==> src/rtl/rr_onehot_sel_gen.sv <==
// Round-robin one-hot select generator feeding the AND-array mux select input.
// Optional forced release of unanswered grants is built when SEL_TIMEOUT_EN is defined.
module rr_onehot_sel_gen #(
  parameter int WIDTH_I = 2,
  parameter int TIMEOUT = 8,
  localparam int IDX_W = (WIDTH_I > 1) ? $clog2(WIDTH_I) : 1
) (
  input  logic               clk,
  input  logic               rst_n,
  input  logic [WIDTH_I-1:0] req,
  input  logic               ready,
  output logic [WIDTH_I-1:0] x,
  output logic               x_valid,
  output logic [IDX_W-1:0]   grant_idx,
  output logic               timeout
);

  typedef enum logic {IDLE = 1'b0, GRANT = 1'b1} state_t;

  state_t               state_r;
  logic [IDX_W-1:0]     ptr_r;
  logic [IDX_W-1:0]     grant_idx_r;
  logic [WIDTH_I-1:0]   x_r;
  logic                 x_valid_r;
  logic                 timeout_r;

  logic [IDX_W-1:0]     next_ptr_s;
  logic [IDX_W-1:0]     base_s;
  logic [IDX_W-1:0]     off_s;
  logic [IDX_W-1:0]     pick_s;
  logic [IDX_W:0]       sum_s;
  logic [2*WIDTH_I-1:0] dbl_s;
  logic [WIDTH_I-1:0]   rot_s;
  logic [WIDTH_I-1:0]   onehot_s;
  logic                 found_s;
  logic                 to_hit_s;
  logic                 release_s;

  if (WIDTH_I < 1 || TIMEOUT < 1) begin : g_param_check
    $fatal(1, "rr_onehot_sel_gen: WIDTH_I and TIMEOUT must both be >= 1");
  end

`ifdef SEL_TIMEOUT_EN
  localparam int CNT_W = $clog2(TIMEOUT + 1);
  logic [CNT_W-1:0] cnt_r;

  // Consecutive unanswered GRANT cycles; cleared while idle and on every release.
  always_ff @(posedge clk or negedge rst_n) begin
    if (!rst_n) begin
      cnt_r <= '0;
    end else if (release_s || (state_r == IDLE)) begin
      cnt_r <= '0;
    end else if (!ready) begin
      cnt_r <= cnt_r + CNT_W'(1);
    end else begin
      cnt_r <= cnt_r;
    end
  end

  // A ready arriving on the final count is a handshake, not a timeout.
  assign to_hit_s = (state_r == GRANT) && !ready && (cnt_r == CNT_W'(TIMEOUT - 1));
`else
  assign to_hit_s = 1'b0;
`endif

  assign release_s = (state_r == GRANT) && (ready || to_hit_s);

  // Rotate requests so the search base sits at bit 0, then take the lowest set bit.
  always_comb begin
    next_ptr_s = (grant_idx_r == IDX_W'(WIDTH_I - 1)) ? '0 : grant_idx_r + IDX_W'(1);
    if (state_r == GRANT) begin
      base_s = next_ptr_s;
    end else begin
      base_s = ptr_r;
    end
    dbl_s   = {req, req} >> base_s;
    rot_s   = dbl_s[WIDTH_I-1:0];
    found_s = 1'b0;
    off_s   = '0;
    for (int i = WIDTH_I - 1; i >= 0; i--) begin
      if (rot_s[i]) begin
        found_s = 1'b1;
        off_s   = IDX_W'(i);
      end else begin
        found_s = found_s;
      end
    end
    sum_s = {1'b0, base_s} + {1'b0, off_s};
    if (sum_s >= (IDX_W + 1)'(WIDTH_I)) begin
      pick_s = IDX_W'(sum_s - (IDX_W + 1)'(WIDTH_I));
    end else begin
      pick_s = sum_s[IDX_W-1:0];
    end
    onehot_s = '0;
    for (int i = 0; i < WIDTH_I; i++) begin
      onehot_s[i] = found_s && (pick_s == IDX_W'(i));
    end
  end

  // Grant FSM: load from IDLE, hold in GRANT until handshake or forced release.
  always_ff @(posedge clk or negedge rst_n) begin
    if (!rst_n) begin
      state_r     <= IDLE;
      ptr_r       <= '0;
      x_r         <= '0;
      x_valid_r   <= 1'b0;
      grant_idx_r <= '0;
      timeout_r   <= 1'b0;
    end else begin
      timeout_r <= to_hit_s;
      case (state_r)
        IDLE: begin
          if (found_s) begin
            state_r     <= GRANT;
            x_r         <= onehot_s;
            x_valid_r   <= 1'b1;
            grant_idx_r <= pick_s;
          end else begin
            x_r       <= '0;
            x_valid_r <= 1'b0;
          end
        end
        GRANT: begin
          if (release_s) begin
            ptr_r <= next_ptr_s;
            if (found_s) begin
              x_r         <= onehot_s;
              x_valid_r   <= 1'b1;
              grant_idx_r <= pick_s;
            end else begin
              state_r     <= IDLE;
              x_r         <= '0;
              x_valid_r   <= 1'b0;
              grant_idx_r <= '0;
            end
          end else begin
            x_r <= x_r;
          end
        end
        default: begin
          state_r     <= IDLE;
          x_r         <= '0;
          x_valid_r   <= 1'b0;
          grant_idx_r <= '0;
        end
      endcase
    end
  end

  assign x         = x_r;
  assign x_valid   = x_valid_r;
  assign grant_idx = grant_idx_r;
  assign timeout   = timeout_r;

endmodule

==> config.mk <==
export PLATFORM = sky130hd
export DESIGN_NAME = rr_onehot_sel_gen
export DESIGN_NICKNAME = d
export VERILOG_FILES = /design/src/rtl/rr_onehot_sel_gen.sv
export SDC_FILE = /design/constraint.sdc
export NUM_CORES = 1
export LEC_CHECK = 0
export BUFFER_PORTS_ARGS = -buffer_cell sky130_fd_sc_hd__buf_2
export CORE_AREA = 2 2 39 41
export CTS_CLUSTER_SIZE = 24
export DETAILED_ROUTE_END_ITERATION = 7
export DIE_AREA = 0 0 41 43
export PLACE_DENSITY = 0.49
export SYNTH_ARGS = -nofsm -noshare
export SYNTH_HDL_FRONTEND = slang
export SYNTH_SLANG_ARGS = --single-unit
==> constraint.sdc <==
create_clock -name clk -period 3.43 [get_ports clk]
set_clock_uncertainty 0.2 [all_clocks]
set_input_delay 0.686 -clock clk [delete_from_list [all_inputs] [get_ports clk]]
set_output_delay 0.686 -clock clk [all_outputs]
set_load 0.02 [all_outputs]
* Word-level counts from Yosys, hierarchy flattened
Index checks and enable logic that the tools add are counted.
** Operators by class
- $add $sub $neg :: 3
- $lt $le $gt $ge :: 1
- Equality and inequality tests :: 2
- Shifts and indexed selects :: 1
- Muxes and demuxes :: 18
- Bitwise logic cells :: 2
- Reduce and logical (&&, ||, !) cells :: 5
** Operator list (count)
- 1-bit 2-to-1 mux :: 12
- 1-bit case mux with 2 select lines :: 3
- 2-bit 2-to-1 mux :: 2
- 2-bit case mux with 2 select lines :: 1
- 2-bit AND reduction :: 2
- 4-bit by 1-bit >> shifter with 2-bit output :: 1
- 1-bit logical AND :: 3
- 1-bit by 1-bit adder with 2-bit output :: 1
- 2-bit greater-or-equal comparator (second input constant) :: 1
- 2-bit by 1-bit inequality test with 1-bit output (second input constant) :: 1
- 2-bit inequality test (second input constant) :: 1
- 1-bit NOT :: 2
- 1-bit adder (second input constant) :: 1
- 1-bit subtractor (second input constant) :: 1
** Storage, ports and cells
- Flip-flop bits (word level) :: 6
- Input bits :: 5
- Output and inout port bits :: 5
- Word-level logic and storage cells :: 37

* Longest topological paths before layout
- Word-level depth :: 14
- Depth in mapped cells :: 3
- Depth with buffers taken out :: 3

* Worst setup path after synthesis
OpenSTA, ideal clock, no wires.
- Path kind :: in2reg
- From :: in req[1]
- To :: reg x_valid_r, in the netlist x_valid
- Setup time :: 0.124 ns
- Data arrival time :: 1.148 ns
- Required time :: 3.106 ns
- Path slack :: 1.958 ns
- Cell stages on the path :: 2
- Path buffers :: 0
- Cells stage by stage :: or3_4 o31a_1
** Between the ends
- Cells in the longest elaborated chain, start to end :: 6
** RTL lines
- start: declaration :: line 10 : input logic [WIDTH_I-1:0] req,
- 4-bit by 1-bit >> shifter with 2-bit output (*) :: line 76 : dbl_s = {req, req} >> base_s;
- 1-bit 2-to-1 mux :: line 81 : if (rot_s[i]) begin
- 1-bit 2-to-1 mux (*) :: line 81
- 1-bit 2-to-1 mux (*) :: line 113, 126
- 1-bit 2-to-1 mux :: line 124 : if (release_s) begin
- 1-bit case mux with 2 select lines (*) :: line 111 : case (state_r)
- end signal: assignment :: line 116 : x_valid_r <= 1'b1;
- end signal: assignment :: line 120 : x_valid_r <= 1'b0;
- end signal: assignment :: line 128 : x_valid_r <= 1'b1;
- end: declaration :: line 24 : logic x_valid_r;
Every way passes the cells marked *; elsewhere a longest branch is shown, timed or not. The select of a mux whose other input is x is not followed.
A chain may end at the register's enable or synchronous reset.

* Final worst setup path
- From :: reg grant_idx_r, in the netlist grant_idx
- To :: out grant_idx
** RTL lines
- start: declaration :: line 22 : logic [IDX_W-1:0] grant_idx_r;
- start signal: assignment :: line 117 : grant_idx_r <= pick_s;
- start signal: assignment :: line 129 : grant_idx_r <= pick_s;
- end: declaration :: line 14 : output logic [IDX_W-1:0] grant_idx,
No word-level cell between the ends.

==> flow_metrics.tcl <==
set metrics [dict create \
    wl_per_cell_um 10.8 \
    grt_usage_pct 8.68 \
    muxShareOfSynthArea_pct 3.36 \
    synth_fa_ha_area_share_pct 0 \
    drive_gt1_share_pct 36.6 \
    fp.dieH_um 43 \
    placed_area_um2 350 \
    path_clk_slew_ns 0.05 \
    grt_pass1_vias 228 \
    area_growth_pct 25.2 \
    gp_congestion 0.671 \
    maxSlewViolCount 0 \
    yosysWarningCount 0 \
    hold_path_class "input pin to async pin" \
    drt_iter0_drc 7 \
    r2r-start "state_r" \
    cts_setup_buffers 0 \
    r2r_end "x_valid" \
    die_x_um 41 \
    start_util_pct 21.5 \
    diodes 0 \
    period_share_pct 50.6 \
    syn_area_um2 298 \
    slowest_stage "dfrtp_1" \
    arrival_ns 0.85 \
    status "complete, no violations" \
    slowest_delay_ns 0.41 \
    crit_path_end_kind "primary output" \
    vdd_drop_max_uv 86.8 \
    nets 48 \
    htreeDepth 1 \
    critPathBufInv 1 \
    crit_cells 1 \
    core_area_mm2 0.00138 \
    cp.required_ns 2.54 \
    portBuffers 8 \
    yosysSeqAreaShare_pct 50.4 \
    syn_area_per_cell_um2 9.61 \
    grt_max_degree 8 \
    clock_latency_ns 0.25 \
    tns_ns 0 \
    io_pins 10 \
    cp_max_fo 6 \
    cts-root-buf "clkbuf_4" \
    synth_cell_types 16 \
    critical_path_class "flop to primary output" \
    cts_tree "done" \
    drt_wl_total_um 618 \
    reg2reg_depth 3 \
    grt_first_pass_wirelength_um 979 \
    synth_xor_xnor_area_share_pct 0 \
    start_kind "flop" \
    seqCellArea_um2 150 \
    grt-ovfl-total 0 \
    fmax_mhz 576 \
    rows 14 \
    post_cts_resized 0 \
    antenna_left 0 \
    reg2reg_slack_ns 2.04 \
    synth-compound-area-share_pct 21.0 \
    final_core_util_pct 26.9 \
    synth_top_family_by_area "compound AO/OA/AOI/OAI gates" \
    grt_antenna_before_repair 0 \
    n_fill_cell 156 \
    drc 0 \
    cts.path.max_buffers 2 \
    postLayoutCellArea_um2 373 \
    hold_viol_final 0 \
    cts.sinks 6 \
    stdcell_count 57 \
    syn-instance-count 31 \
    dp_cells 54 \
    power_density_mw_per_mm2 507 \
    cp_top_family "flip-flops" \
    fin_crit_ns 1.74 \
    ctsHoldBuffers 0 \
    total_leakage_power_nw 0.181 \
    vias_per_cell 4.56 \
    drt_pre_antenna_iters 4 \
    synth-simple-area-share_pct 18.9 \
    num_vias 260 \
    numCtsBuffers 3 \
    multiInputGateArea_um2 133 \
    die_area_mm2 0.00176 \
    rsz0062_at_grt "no" \
    p_total_mw 0.189 \
    ys_ff_latch 6 \
    crit_chain "buf_2" \
    synth_nets 36 \
    setup_viol 0 \
    drv_cap 0 \
]
-- cell usage in the layout (no fill, tap or decap), types with 2 or more instances in the layout --
cell / netlist / routed
a21oi_1: 4 / 4
buf_2: 0 / 8
clkbuf_4: 0 / 3
dfrtp_1: 6 / 6
inv_1: 2 / 2
nand2_1: 5 / 5
o21ai_0: 3 / 3
-- cell families (layout without fill, tap and decap cells) --
logic type,count (synthesis),count (layout)
AOI/OAI and AO/OA,10,10
buffers and inverters,3,13
DFF,6,6
muxes,1,1
other,1,1
and+or+nand+nor,10,10
-- how the worst max path moves through the flow --
stage               startpoint         to
finish               grant_idx  grant_idx
global placement         ready    x_valid
CTS                  grant_idx  grant_idx
floorplan               req[1]    x_valid
global route         grant_idx  grant_idx
detailed placement       ready    x_valid
-- synth_stat cells --
cell / count / area share [%]
a21oi_1: 4 / 6.7
o31a_1: 1 / 2.9
o221a_2: 1 / 3.8
dfrtp_1: 6 / 50
nand2_1: 5 / 6.3
mux2i_1: 1 / 3.4
nor2b_2: 1 / 2.9
buf_4: 1 / 2.5
or3_4: 1 / 3.8
and3_2: 1 / 2.5
inv_1: 2 / 2.5
o31ai_1: 1 / 2.5
conb_1: 1 / 1.3
nand2b_1: 1 / 2.1
nor2_1: 1 / 1.3
o21ai_0: 3 / 5.0
-- sequential cells by signal (all words and copies together), names as in the netlist --
| signal | count |
|---|---|
| grant_idx | 1 |
| ptr_r | 1 |
| state_r | 1 |
| x | 2 |
| x_valid | 1 |
-- where the power goes --
part / switching, mW / internal, mW / total [mW] / leakage, nW
clock: 0.0264 / 0.0396 / 0.0660 / 0.0138
sequential: 0.00633 / 0.0792 / 0.0855 / 0.0678
combinational: 0.0222 / 0.0153 / 0.0375 / 0.0998
total: 0.0550 / 0.134 / 0.189 / 0.181
-- per-stage QoR --
stage                     setup slack [ns]  hold WS, ns
after floorplan                       1.96        0.190
after global placement                1.74        0.276
after detailed placement              1.74        0.274
after CTS                             1.69       0.0481
after global routing                  1.67       0.0573
final                                 1.69       0.0504
-- per-layer routing --
layer  global-route usage [%]  part of all wire, %  wire [µm]
met5                        0                    0          0
met4                     10.0                  1.6         10
met3                     1.57                   10         64
met2                     11.6                   45        278
met1                     10.1                   43        266
-- cell type report --
type                    count  area share (%)
clock buffers               3            6.04
flip-flops and latches      6            40.3
repair buffers              8            10.7
inverters                   2            2.01
multi-input cells          22            35.6
well taps                  16            5.37
(Power assumes the default switching activity.)
